$ cat config.mk
export PLATFORM = sky130hd
export DESIGN_NAME = rfg_byte_protocol_decoder
export DESIGN_NICKNAME = d
export VERILOG_FILES = /design/src/rtl/rfg_byte_protocol_decoder.sv
export SDC_FILE = /design/constraint.sdc
export NUM_CORES = 1
export LEC_CHECK = 0
export CAP_MARGIN = 20
export CELL_PAD_IN_SITES_DETAIL_PLACEMENT = 1
export CELL_PAD_IN_SITES_GLOBAL_PLACEMENT = 1
export CORE_MARGIN = 2
export CORE_UTILIZATION = 35
export CTS_BUF_LIST = sky130_fd_sc_hd__clkbuf_4 sky130_fd_sc_hd__clkbuf_8 sky130_fd_sc_hd__clkbuf_16
export CTS_CLUSTER_DIAMETER = 40
export DETAILED_ROUTE_END_ITERATION = 7
export PLACE_DENSITY_LB_ADDON = 0.1
export SLEW_MARGIN = 0
export SYNTH_ARGS = -nofsm -noshare
export SYNTH_HDL_FRONTEND = slang
export SYNTH_SLANG_ARGS = --single-unit
$ cat constraint.sdc
create_clock -name clk -period 1.6 [get_ports clk]
set_input_delay 0.24 -clock clk [delete_from_list [all_inputs] [get_ports clk]]
set_output_delay 0.24 -clock clk [all_outputs]
set_load 0.1 [all_outputs]
$ cat src/rtl/rfg_byte_protocol_decoder.sv
// Host byte-stream command decoder for the register file: parses CMD/ADDR/LEN frames,
// drives the register R/W bus and streams read data back to the host TX FIFO.
module rfg_byte_protocol_decoder #(
  parameter int unsigned READ_TIMEOUT = 4
) (
  input  logic       clk,
  input  logic       rst,
  input  logic [7:0] rx_s_axis_tdata,
  input  logic       rx_s_axis_tvalid,
  output logic       rx_s_axis_tready,
  output logic [7:0] tx_m_axis_tdata,
  output logic       tx_m_axis_tvalid,
  input  logic       tx_m_axis_tready,
  output logic [7:0] rfg_address,
  output logic [7:0] rfg_write_value,
  output logic       rfg_write,
  output logic       rfg_write_last,
  output logic       rfg_read,
  input  logic       rfg_read_valid,
  input  logic [7:0] rfg_read_value,
  output logic       busy,
  output logic       read_timeout_err
);

  typedef enum logic [2:0] {
    StIdle,
    StAddr,
    StLen,
    StWdata,
    StRreq,
    StRwait,
    StRsend
  } state_e;

  localparam logic [3:0] TimeoutLast = 4'(READ_TIMEOUT - 1);

  state_e     state_q, state_d;
  logic       cmd_wr_q, cmd_wr_d;
  logic       cmd_inc_q, cmd_inc_d;
  logic [7:0] addr_q, addr_d;
  logic [7:0] remaining_q, remaining_d;
  logic [7:0] hold_q, hold_d;
  logic [7:0] wr_value_q, wr_value_d;
  logic       wr_strobe_q, wr_strobe_d;
  logic       wr_last_q, wr_last_d;
  logic       tready_q, tready_d;
  logic       timeout_err_q, timeout_err_d;
  logic [3:0] timer_q, timer_d;

  logic rx_fire;
  logic tx_fire;

  assign rx_fire = rx_s_axis_tvalid && tready_q;
  assign tx_fire = (state_q == StRsend) && tx_m_axis_tready;

  always_comb begin
    state_d       = state_q;
    cmd_wr_d      = cmd_wr_q;
    cmd_inc_d     = cmd_inc_q;
    addr_d        = addr_q;
    remaining_d   = remaining_q;
    hold_d        = hold_q;
    wr_value_d    = wr_value_q;
    wr_strobe_d   = 1'b0;
    wr_last_d     = 1'b0;
    timeout_err_d = timeout_err_q;
    timer_d       = timer_q;

    // The address seen by a write strobe is the current one; bump it right after.
    if (wr_strobe_q && !wr_last_q && cmd_inc_q) begin
      addr_d = addr_q + 8'd1;
    end

    unique case (state_q)
      StIdle: begin
        if (rx_fire) begin
          cmd_wr_d  = rx_s_axis_tdata[7];
          cmd_inc_d = rx_s_axis_tdata[6];
          state_d   = StAddr;
        end
      end
      StAddr: begin
        if (rx_fire) begin
          addr_d  = rx_s_axis_tdata;
          state_d = StLen;
        end
      end
      StLen: begin
        if (rx_fire) begin
          remaining_d = rx_s_axis_tdata;
          state_d     = cmd_wr_q ? StWdata : StRreq;
        end
      end
      StWdata: begin
        if (rx_fire) begin
          wr_strobe_d = 1'b1;
          wr_value_d  = rx_s_axis_tdata;
          if (remaining_q == 8'd0) begin
            wr_last_d = 1'b1;
            state_d   = StIdle;
          end else begin
            remaining_d = remaining_q - 8'd1;
          end
        end
      end
      StRreq: begin
        timer_d = 4'd0;
        state_d = StRwait;
      end
      StRwait: begin
        if (rfg_read_valid) begin
          hold_d  = rfg_read_value;
          state_d = StRsend;
        end else if (timer_q == TimeoutLast) begin
          hold_d        = 8'h00;
          timeout_err_d = 1'b1;
          state_d       = StRsend;
        end else begin
          timer_d = timer_q + 4'd1;
        end
      end
      StRsend: begin
        if (tx_fire) begin
          if (remaining_q == 8'd0) begin
            state_d = StIdle;
          end else begin
            remaining_d = remaining_q - 8'd1;
            if (cmd_inc_q) begin
              addr_d = addr_q + 8'd1;
            end
            state_d = StRreq;
          end
        end
      end
      default: state_d = StIdle;
    endcase

    tready_d = (state_d == StIdle) || (state_d == StAddr) ||
               (state_d == StLen) || (state_d == StWdata);
  end

  always_ff @(posedge clk or posedge rst) begin
    if (rst) begin
      state_q       <= StIdle;
      cmd_wr_q      <= 1'b0;
      cmd_inc_q     <= 1'b0;
      addr_q        <= 8'h00;
      remaining_q   <= 8'h00;
      hold_q        <= 8'h00;
      wr_value_q    <= 8'h00;
      wr_strobe_q   <= 1'b0;
      wr_last_q     <= 1'b0;
      tready_q      <= 1'b0;
      timeout_err_q <= 1'b0;
      timer_q       <= 4'd0;
    end else begin
      state_q       <= state_d;
      cmd_wr_q      <= cmd_wr_d;
      cmd_inc_q     <= cmd_inc_d;
      addr_q        <= addr_d;
      remaining_q   <= remaining_d;
      hold_q        <= hold_d;
      wr_value_q    <= wr_value_d;
      wr_strobe_q   <= wr_strobe_d;
      wr_last_q     <= wr_last_d;
      tready_q      <= tready_d;
      timeout_err_q <= timeout_err_d;
      timer_q       <= timer_d;
    end
  end

  assign rx_s_axis_tready = tready_q;
  assign tx_m_axis_tdata  = hold_q;
  assign tx_m_axis_tvalid = (state_q == StRsend);
  assign rfg_address      = addr_q;
  assign rfg_write_value  = wr_value_q;
  assign rfg_write        = wr_strobe_q;
  assign rfg_write_last   = wr_last_q;
  assign rfg_read         = (state_q == StRreq);
  assign busy             = (state_q != StIdle);
  assign read_timeout_err = timeout_err_q;

endmodule

==> impl_metrics.py, run 1 <==
metrics = {
    "outcome": {
        "status": "finished with violations",
        "violations": "setup timing",
    },
    "logic_synthesis": {
        "yosysSeqAreaShare": 0.455,
        "synth_area_leaders": "dfrtp_1 (46%), o21ai_0 (4.5%), mux2_2 (4.1%)",
        "synth_edf_count": 0,
        "synth-async-reset-ratio": 1.00,
        "ys_types": 56,
        "ys_ff_latch": 45,
        "syn_area_per_cell_um2": 9.55,
        "netlist_instances": 259,
        "ys.flop_type": "dfrtp_1",
        "yosysTopAreaCell": "dfrtp_1",
        "ys_warn_count": 0,
        "yosysTopAreaCellShare": 0.455,
        "syn-cell-area_um2": 2470,
        "syn_nets": 283,
    },
    "setup_path": {
        "path_class": "register to output pin",
        "cp_cell_sequence": "buf_6 > buf_8 > or3_4 > buf_12",
        "critPathRequiredTime_ps": 1360,
        "reg2reg_depth": 8,
        "arrival_ps": 1510,
        "cp-end-kind": "output pin",
        "worst-path-stages": 4,
        "crit_buf_inv": 3,
        "startpoint_type": "register",
        "critPathTopFamily": "buffers and inverters",
        "crit_slowest_cell": "dfrtp_1",
        "crit_path_max_incr_delay_ps": 400,
        "cp_max_fo": 8,
        "cp-startpoint": "state_q[1]",
        "timing.rr.start": "remaining_q[0]",
    },
    "grt": {
        "grt_pass1_vias": 2741,
        "grt_max_degree": 24,
        "grt_usage": 0.224,
        "grt_pass1_wl_mm": 13.6,
        "gr-total-overflow": 0,
        "antenna_found_initial": 0,
    },
    "cts": {
        "cts_buffer_depth": 2,
        "clock_tree.root_cell": "clkbuf_8",
        "htreeDepth": 2,
        "clkTransAtPathRegs_ps": 90,
        "numCtsBuffers": 5,
        "insertion_delay_ps": 300,
        "clock-sinks": 45,
        "cts_tree": "yes",
    },
    "die": {
        "row_count": 30,
        "design.core.area_um2": 6830,
        "chipWidth_um": 88.1,
        "die_area_um2": 7760,
        "fp.dieH_um": 88.1,
        "start_util": 0.362,
        "pin_count": 52,
    },
    "routing": {
        "drt_wl_total_mm": 8.59,
        "vias_per_cell": 5.26,
        "drt_iter0_drc": 60,
        "vias": 2470,
        "drt-wirelength-per-cell_um": 18.3,
        "drc": 0,
        "antenna_left": 0,
        "drt_pass1_iterations": 4,
    },
    "sta": {
        "worst_pin_slew_ps": 378,
        "hold_viol": 0,
        "max_freq_mhz": 570,
        "maxSlewHeadroom": 0.748,
        "skew_ps": 7.44,
        "finalSetupViolCount": 23,
        "grt_setup_unrepaired": "yes",
        "setup_ws_ps": -153,
        "slew_violations": 0,
        "finalCriticalPeriod_ps": 1750,
        "min_period_over_period": 1.10,
    },
    "finish": {
        "drive_gt1_frac": 0.487,
        "area_delta_synth_final_pct": 73.4,
        "diodes": 0,
        "final_nets": 397,
        "utilization": 0.628,
    },
    "placement": {
        "place_hpwl_mm": 5.72,
        "port-buffer-count": 51,
        "finalWeightedCongestion": 0.791,
    },
    "run": {
        "cap_violations": 0,
    },
    "min_path": {
        "min_path_type": "primary input to asynchronous set/reset pin",
    },
}
[registers in the layout, indices dropped and copies added (netlist names)]
signal and cells:
rfg_address 8, tx_m_axis_tdata 8, remaining_q 8, read_timeout_err 1, rfg_write 1, cmd_inc_q 1
rfg_write_value 8, cmd_wr_q 1, rx_s_axis_tready 1, timer_q 4, state_q 3, rfg_write_last 1
[synthesized netlist by cell type (5+ instances only)]
cell,instances
a21oi_1,14
a22o_1,8
a22oi_1,5
buf_2,5
dfrtp_1,45
inv_1,7
mux2_2,9
nand2_1,24
nand3_1,6
nor2_1,27
nor3_1,6
o21ai_0,22
[layout by cell type (no fill, tap or decap), drive strengths merged, types with 3 or more instances in the layout]
master          n
nand2          26
o21ai          27
nand3           6
a211oi          3
inv             7
dfrtp          45
nand2b          3
xor2            4
a22o            8
clkdlybuf4s50  20
and2            3
nand3b          3
a22oi           5
nor4            3
mux2           11
nor2b           4
nor2           28
buf            98
or3             3
o21bai          3
clkbuf          8
nor3            6
and3            4
and3b           3
a21oi          14
ha              3
[final cells by class]
cell class / instances / area (um^2)
clock buffers: 8 / 97.6
fillers: 720 / 2540
flip-flops and latches: 45 / 1150
multi-input cells: 195 / 1490
repair buffers: 118 / 1400
inverters: 8 / 33.8
well taps: 96 / 120
[kinds of logic (layout without fill, tap and decap cells)]
| family | Yosys count | count (layout) | share of synthesized area |
|---|---|---|---|
| AOI/OAI and AO/OA | 72 | 72 | 0.189 |
| buffers and inverters | 20 | 134 | 0.0374 |
| DFF | 45 | 45 | 0.455 |
| and+or+nand+nor | 100 | 101 | 0.221 |
| adders and majority gates | 3 | 3 | 0.0152 |
| xor gates and xnor gates | 6 | 6 | 0.0212 |
| muxes | 13 | 13 | 0.0612 |
[stage by stage]
step           cells  TNS [ps]  cell area (um^2)  hold slack [ps]  setup WS [ps]
3_3_place_gp     441     -3290              3780              524           -186
3_5_place_dp     441     -5190              3780              537           -231
2_1_floorplan    259      -930              2560              336           -111
6_report         470     -1530              4290              246           -153
4_1_cts          463     -1140              4130              250           -142
5_1_grt          470     -3820              4290              282           -231
[worst paths after layout]
check / endpoint / slack (ps)
max in group asynchronous: rfg_address[0] / 880
hold / removal: state_q[1] / 250
min in group clk: tx_m_axis_tdata[4] / 550
setup / recovery: busy / -150
hold reg to reg: read_timeout_err / 550
setup reg to reg: rfg_address[3] / -120
[layer usage]
| metal | GRT usage | part of all wire |
|---|---|---|
| met3 | 0.0330 | 0.027 |
| met1 | 0.293 | 0.44 |
| met2 | 0.394 | 0.52 |
| met4 | 0.0482 | 0.015 |
| met5 | 0 | 0 |
[timing repair]
item | CTS | global route
pin swaps | 25 | 15
resized for setup | 39 | 34
buffers inserted | 15 | 5
hold buffers | 0 | 0
endpoints found under the hold margin | 0 | 0
gates cloned | 0 | 2
setup endpoints to repair | 34 | 42
Power of run 1 is left out: the tool's default activity adds up to more than one toggle a clock period on the data nets, which glitch-free logic cannot reach.
==> run 2, diff against run 1 <==
--- a/config.mk
+++ b/config.mk
@@ -9,7 +9,7 @@
 export CELL_PAD_IN_SITES_DETAIL_PLACEMENT = 1
 export CELL_PAD_IN_SITES_GLOBAL_PLACEMENT = 1
 export CORE_MARGIN = 2
-export CORE_UTILIZATION = 35
+export CORE_UTILIZATION = 39
 export CTS_BUF_LIST = sky130_fd_sc_hd__clkbuf_4 sky130_fd_sc_hd__clkbuf_8 sky130_fd_sc_hd__clkbuf_16
 export CTS_CLUSTER_DIAMETER = 40
 export DETAILED_ROUTE_END_ITERATION = 7
==> constraint.sdc (replaced) <==
create_clock -name clk -period 1.8 [get_ports clk]
set_input_delay 0.27 -clock clk [delete_from_list [all_inputs] [get_ports clk]]
set_output_delay 0.27 -clock clk [all_outputs]
set_load 0.1 [all_outputs]
==> impl_metrics.py, run 2 (synthesized netlist as in run 1, its figures left out) <==
metrics = {
    "outcome": {
        "status": "finished, final reports clean",
    },
    "grt": {
        "grt_pass1_wl_mm": 11.6,
        "gr-total-overflow": 0,
        "antenna_found_initial": 0,
        "grt_pass1_vias": 2382,
        "grt_usage": 0.207,
        "grt_max_degree": 46,
    },
    "sta": {
        "max_freq_mhz": 572,
        "finalSetupViolCount": 0,
        "hold_viol": 0,
        "grt_setup_unrepaired": "yes",
        "slew_violations": 0,
        "min_period_over_period": 0.971,
        "skew_ps": 3.48,
        "worst_pin_slew_ps": 343,
        "maxSlewHeadroom": 0.771,
        "finalCriticalPeriod_ps": 1750,
    },
    "die": {
        "pin_count": 52,
        "start_util": 0.396,
        "row_count": 29,
        "design.core.area_um2": 6240,
        "die_area_um2": 7000,
        "fp.dieH_um": 83.6,
        "chipWidth_um": 83.6,
    },
    "routing": {
        "drt_iter0_drc": 74,
        "wl_met2_mm": 3.56,
        "drt_pass1_iterations": 4,
        "vias_per_cell": 5.43,
        "wl_met1_mm": 3.24,
        "drt-wirelength-per-cell_um": 17.1,
        "drt_wl_total_mm": 7.07,
        "routed.top_layer": "met4",
        "vias": 2241,
        "antenna_left": 0,
        "wl_met3_um": 212,
        "drc": 0,
    },
    "cts": {
        "cts_buffer_depth": 2,
        "numCtsBuffers": 5,
        "cts_tree": "yes",
        "clock-sinks": 45,
        "cts_hold_buf": 0,
        "insertion_delay_ps": 310,
        "htreeDepth": 2,
        "clkTransAtPathRegs_ps": 90,
        "clock_tree.root_cell": "clkbuf_8",
    },
    "finish": {
        "nFillCells": 694,
        "area_delta_synth_final_pct": 46.3,
        "final_cell_mix": "buf_4 (45), dfrtp_1 (34), nor2_1 (25), nand2_1 (22), clkdlybuf4s50_1 (20)",
        "mostFrequentLayoutCell": "buf_4",
        "diodes": 0,
        "utilization": 0.580,
        "final_nets": 359,
        "drive_gt1_frac": 0.378,
    },
    "setup_path": {
        "path_class": "register to output pin",
        "cp-end-kind": "output pin",
        "critPathRequiredTime_ps": 1530,
        "startpoint_type": "register",
        "arrival_ps": 1480,
        "cp_max_fo": 8,
    },
    "placement": {
        "port-buffer-count": 51,
        "place_hpwl_mm": 5.15,
        "finalWeightedCongestion": 0.781,
    },
    "run": {
        "cap_violations": 0,
    },
    "min_path": {
        "min_path_type": "primary input to asynchronous set/reset pin",
    },
}
## run 2: cell count changes in the layout (fill, tap and decap cells not counted), moves of 6 or more
| cell | change |
|---|---|
| buf_12 | -17 |
| buf_6 | -11 |
| buf_4 | -7 |
| o21ai_0 | +7 |
| o21ai_1 | -6 |
## run 2: worst paths after layout
check	end	slack, ps	start	cells after the start
min in group clk	read_timeout_err	490	read_timeout_err	1
worst min-delay path	tx_m_axis_tdata[5]	310	rst	3
worst min register to register	read_timeout_err	490	read_timeout_err	1
worst max-delay path	busy	50	state_q[1]	3
max in group asynchronous	rfg_address[0]	1250	rst	3
worst max register to register	rfg_address[3]	50	remaining_q[0]	8
## run 2: per-stage QoR
| stage | area, um^2 | hold WS (ps) | TNS [ps] | std cells | worst slack [ps] |
|---|---|---|---|---|---|
| 2_1_floorplan | 2500 | 366 | 0 | 259 | 2.85 |
| 3_3_place_gp | 3360 | 461 | -193 | 401 | -24.9 |
| 3_5_place_dp | 3360 | 472 | -959 | 401 | -104 |
| 4_1_cts | 3500 | 314 | 0 | 412 | 6.11 |
| 5_1_grt | 3620 | 341 | -69.4 | 413 | -19.6 |
| 6_report | 3620 | 312 | 0 | 413 | 52.1 |
## run 2: worst max-delay path, stage by stage, from the launching register on
cell and delay (ps):
dfrtp_1 410, buf_4 180, or3_4 400, buf_12 170
## run 2: what timing repair did
item,CTS,global route
cloned,0,0
endpoints found under the setup margin,2,23
resized for setup,0,33
pin swaps,1,7
setup buffers,3,1
## run 2: metal layers
layer  track usage  vias to the layer above
met3        0.0336                        6
met2         0.361                       39
li1              -                     1082
met5             0                        -
met4        0.0528                        0
met1         0.267                     1114
## run 2: area by class of cell
| cell class | instances | area [um^2] | area share |
|---|---|---|---|
| timing repair buffer | 81 | 858 | 0.237 |
| clock buffer | 5 | 68.8 | 0.0190 |
| tap | 77 | 96.3 | 0.0266 |
| sequential | 45 | 1150 | 0.317 |
| multi-input combinational | 194 | 1370 | 0.378 |
| inverter | 8 | 33.8 | 0.00934 |
| clock inverter | 3 | 46.3 | 0.0128 |
Power of run 2 is left out for the same reason.
==> run 3, diff against run 2 <==
--- a/config.mk
+++ b/config.mk
@@ -14,6 +14,7 @@
 export CTS_CLUSTER_DIAMETER = 40
 export DETAILED_ROUTE_END_ITERATION = 7
 export PLACE_DENSITY_LB_ADDON = 0.1
+export SETUP_SLACK_MARGIN = 0.05
 export SLEW_MARGIN = 0
 export SYNTH_ARGS = -nofsm -noshare
 export SYNTH_HDL_FRONTEND = slang
==> impl_metrics.py, run 3 (synthesized netlist as in run 1, its figures left out) <==
metrics = {
    "cts": {
        "cts_tree": "yes",
        "clkTransAtPathRegs_ps": 90,
        "cts_buffer_depth": 2,
        "numCtsBuffers": 5,
        "clock_tree.root_cell": "clkbuf_8",
        "htreeDepth": 2,
        "clock-sinks": 45,
        "insertion_delay_ps": 310,
    },
    "die": {
        "chipWidth_um": 83.6,
        "fp.dieH_um": 83.6,
        "pin_count": 52,
        "row_count": 29,
        "design.core.area_um2": 6240,
        "die_area_um2": 7000,
        "start_util": 0.396,
    },
    "finish": {
        "area_delta_synth_final_pct": 51.3,
        "utilization": 0.600,
        "nFillCells": 696,
        "mostFrequentLayoutCell": "buf_4",
        "final_nets": 373,
        "finalNonFillerCells": 427,
        "diodes": 0,
        "final_cell_mix": "buf_4 (53), dfrtp_1 (34), nor2_1 (26), nand2_1 (21), clkdlybuf4s50_1 (20)",
        "drive_gt1_frac": 0.397,
    },
    "grt": {
        "gr-total-overflow": 0,
        "grt_max_degree": 22,
        "grt_pass1_wl_mm": 12.3,
        "antenna_found_initial": 0,
        "grt_usage": 0.223,
        "grt_pass1_vias": 2467,
    },
    "setup_path": {
        "startpoint_type": "register",
        "cp-end-kind": "register",
        "critPathRequiredTime_ps": 2040,
        "timing.rr.start": "state_q[0]",
        "r2r_slack_ps": -80,
        "cp_max_fo": 21,
        "arrival_ps": 2130,
        "reg2reg_depth": 7,
        "regToRegEndpoint": "remaining_q[0]",
        "path_class": "register to register",
    },
    "routing": {
        "drt_pass1_iterations": 4,
        "drt_iter0_drc": 106,
        "drc": 0,
        "drt_wl_total_mm": 8.07,
        "antenna_left": 0,
        "drt-wirelength-per-cell_um": 18.9,
        "vias_per_cell": 5.61,
        "vias": 2394,
    },
    "sta": {
        "maxSlewHeadroom": 0.541,
        "worst_pin_slew_ps": 685,
        "max_freq_mhz": 531,
        "hold_viol": 0,
        "finalSetupViolCount": 11,
        "setup_ws_ps": -81.8,
        "grt_setup_unrepaired": "yes",
        "min_period_over_period": 1.05,
        "finalHoldWorstSlack_ps": 282,
        "finalCriticalPeriod_ps": 1880,
        "slew_violations": 0,
        "skew_ps": 8.43,
    },
    "placement": {
        "port-buffer-count": 51,
        "finalWeightedCongestion": 0.835,
        "dp.cells": 405,
        "place_hpwl_mm": 5.48,
    },
    "run": {
        "cap_violations": 0,
    },
    "outcome": {
        "status": "finished with violations",
        "violations": "setup timing",
    },
    "min_path": {
        "min_path_type": "primary input to asynchronous set/reset pin",
    },
}
==> run 3: what timing repair did <==
item,in CTS,in global routing
gates resized for setup,6,36
cloned,0,1
hold buffers,0,0
setup buffers,3,10
pin swaps,1,17
setup endpoints to repair,12,23
==> run 3: layout make-up <==
class                      count  area [um^2]  area share
clock inverter                 1         5.00     0.00134
sequential                    45         1150       0.308
timing repair buffer          95         1010       0.269
clock buffer                   7         96.3      0.0257
multi-input combinational    194         1350       0.361
inverter                       8         33.8     0.00902
tap                           77         96.3      0.0257
==> run 3: layer usage <==
layer | global-route usage | wire, um | vias up
li1 | - | - | 1114
met1 | 0.285 | 3470 | 1209
met2 | 0.377 | 4160 | 57
met3 | 0.0406 | 260 | 14
met4 | 0.0865 | 185 | 0
met5 | 0 | 0 | -
==> run 3: worst max path at each step <==
stage                      from                  to  slack (ps)  cells after the start
6_report             state_q[0]      remaining_q[0]         -80                      7
5_1_grt          remaining_q[0]      remaining_q[3]        -180                      9
4_1_cts          remaining_q[0]      rfg_address[6]          30                      8
3_5_place_dp   rx_s_axis_tvalid  rfg_write_value[0]         -60                      5
3_3_place_gp   rx_s_axis_tvalid  rfg_write_value[3]           3                      5
2_1_floorplan        state_q[0]                busy          50                      3
==> run 3: critical path, cell delays in order, from the launching register on <==
cell      delay [ps]
dfrtp_1          430
buf_4            190
nand2b_1          90
a21o_1           260
buf_12           180
nor4_1           430
a21oi_1          120
o21ai_1          110
==> run 3: metrics by stage <==
stage | setup slack (ps) | TNS (ps) | cell area (um^2)
after floorplan | 50.7 | 0 | 2510
after global placement | 3.39 | 0 | 3400
after detailed placement | -63.2 | -468 | 3400
after CTS | 32.1 | 0 | 3560
after global routing | -185 | -2050 | 3740
final | -81.8 | -531 | 3740
Power of run 3 is left out for the same reason.
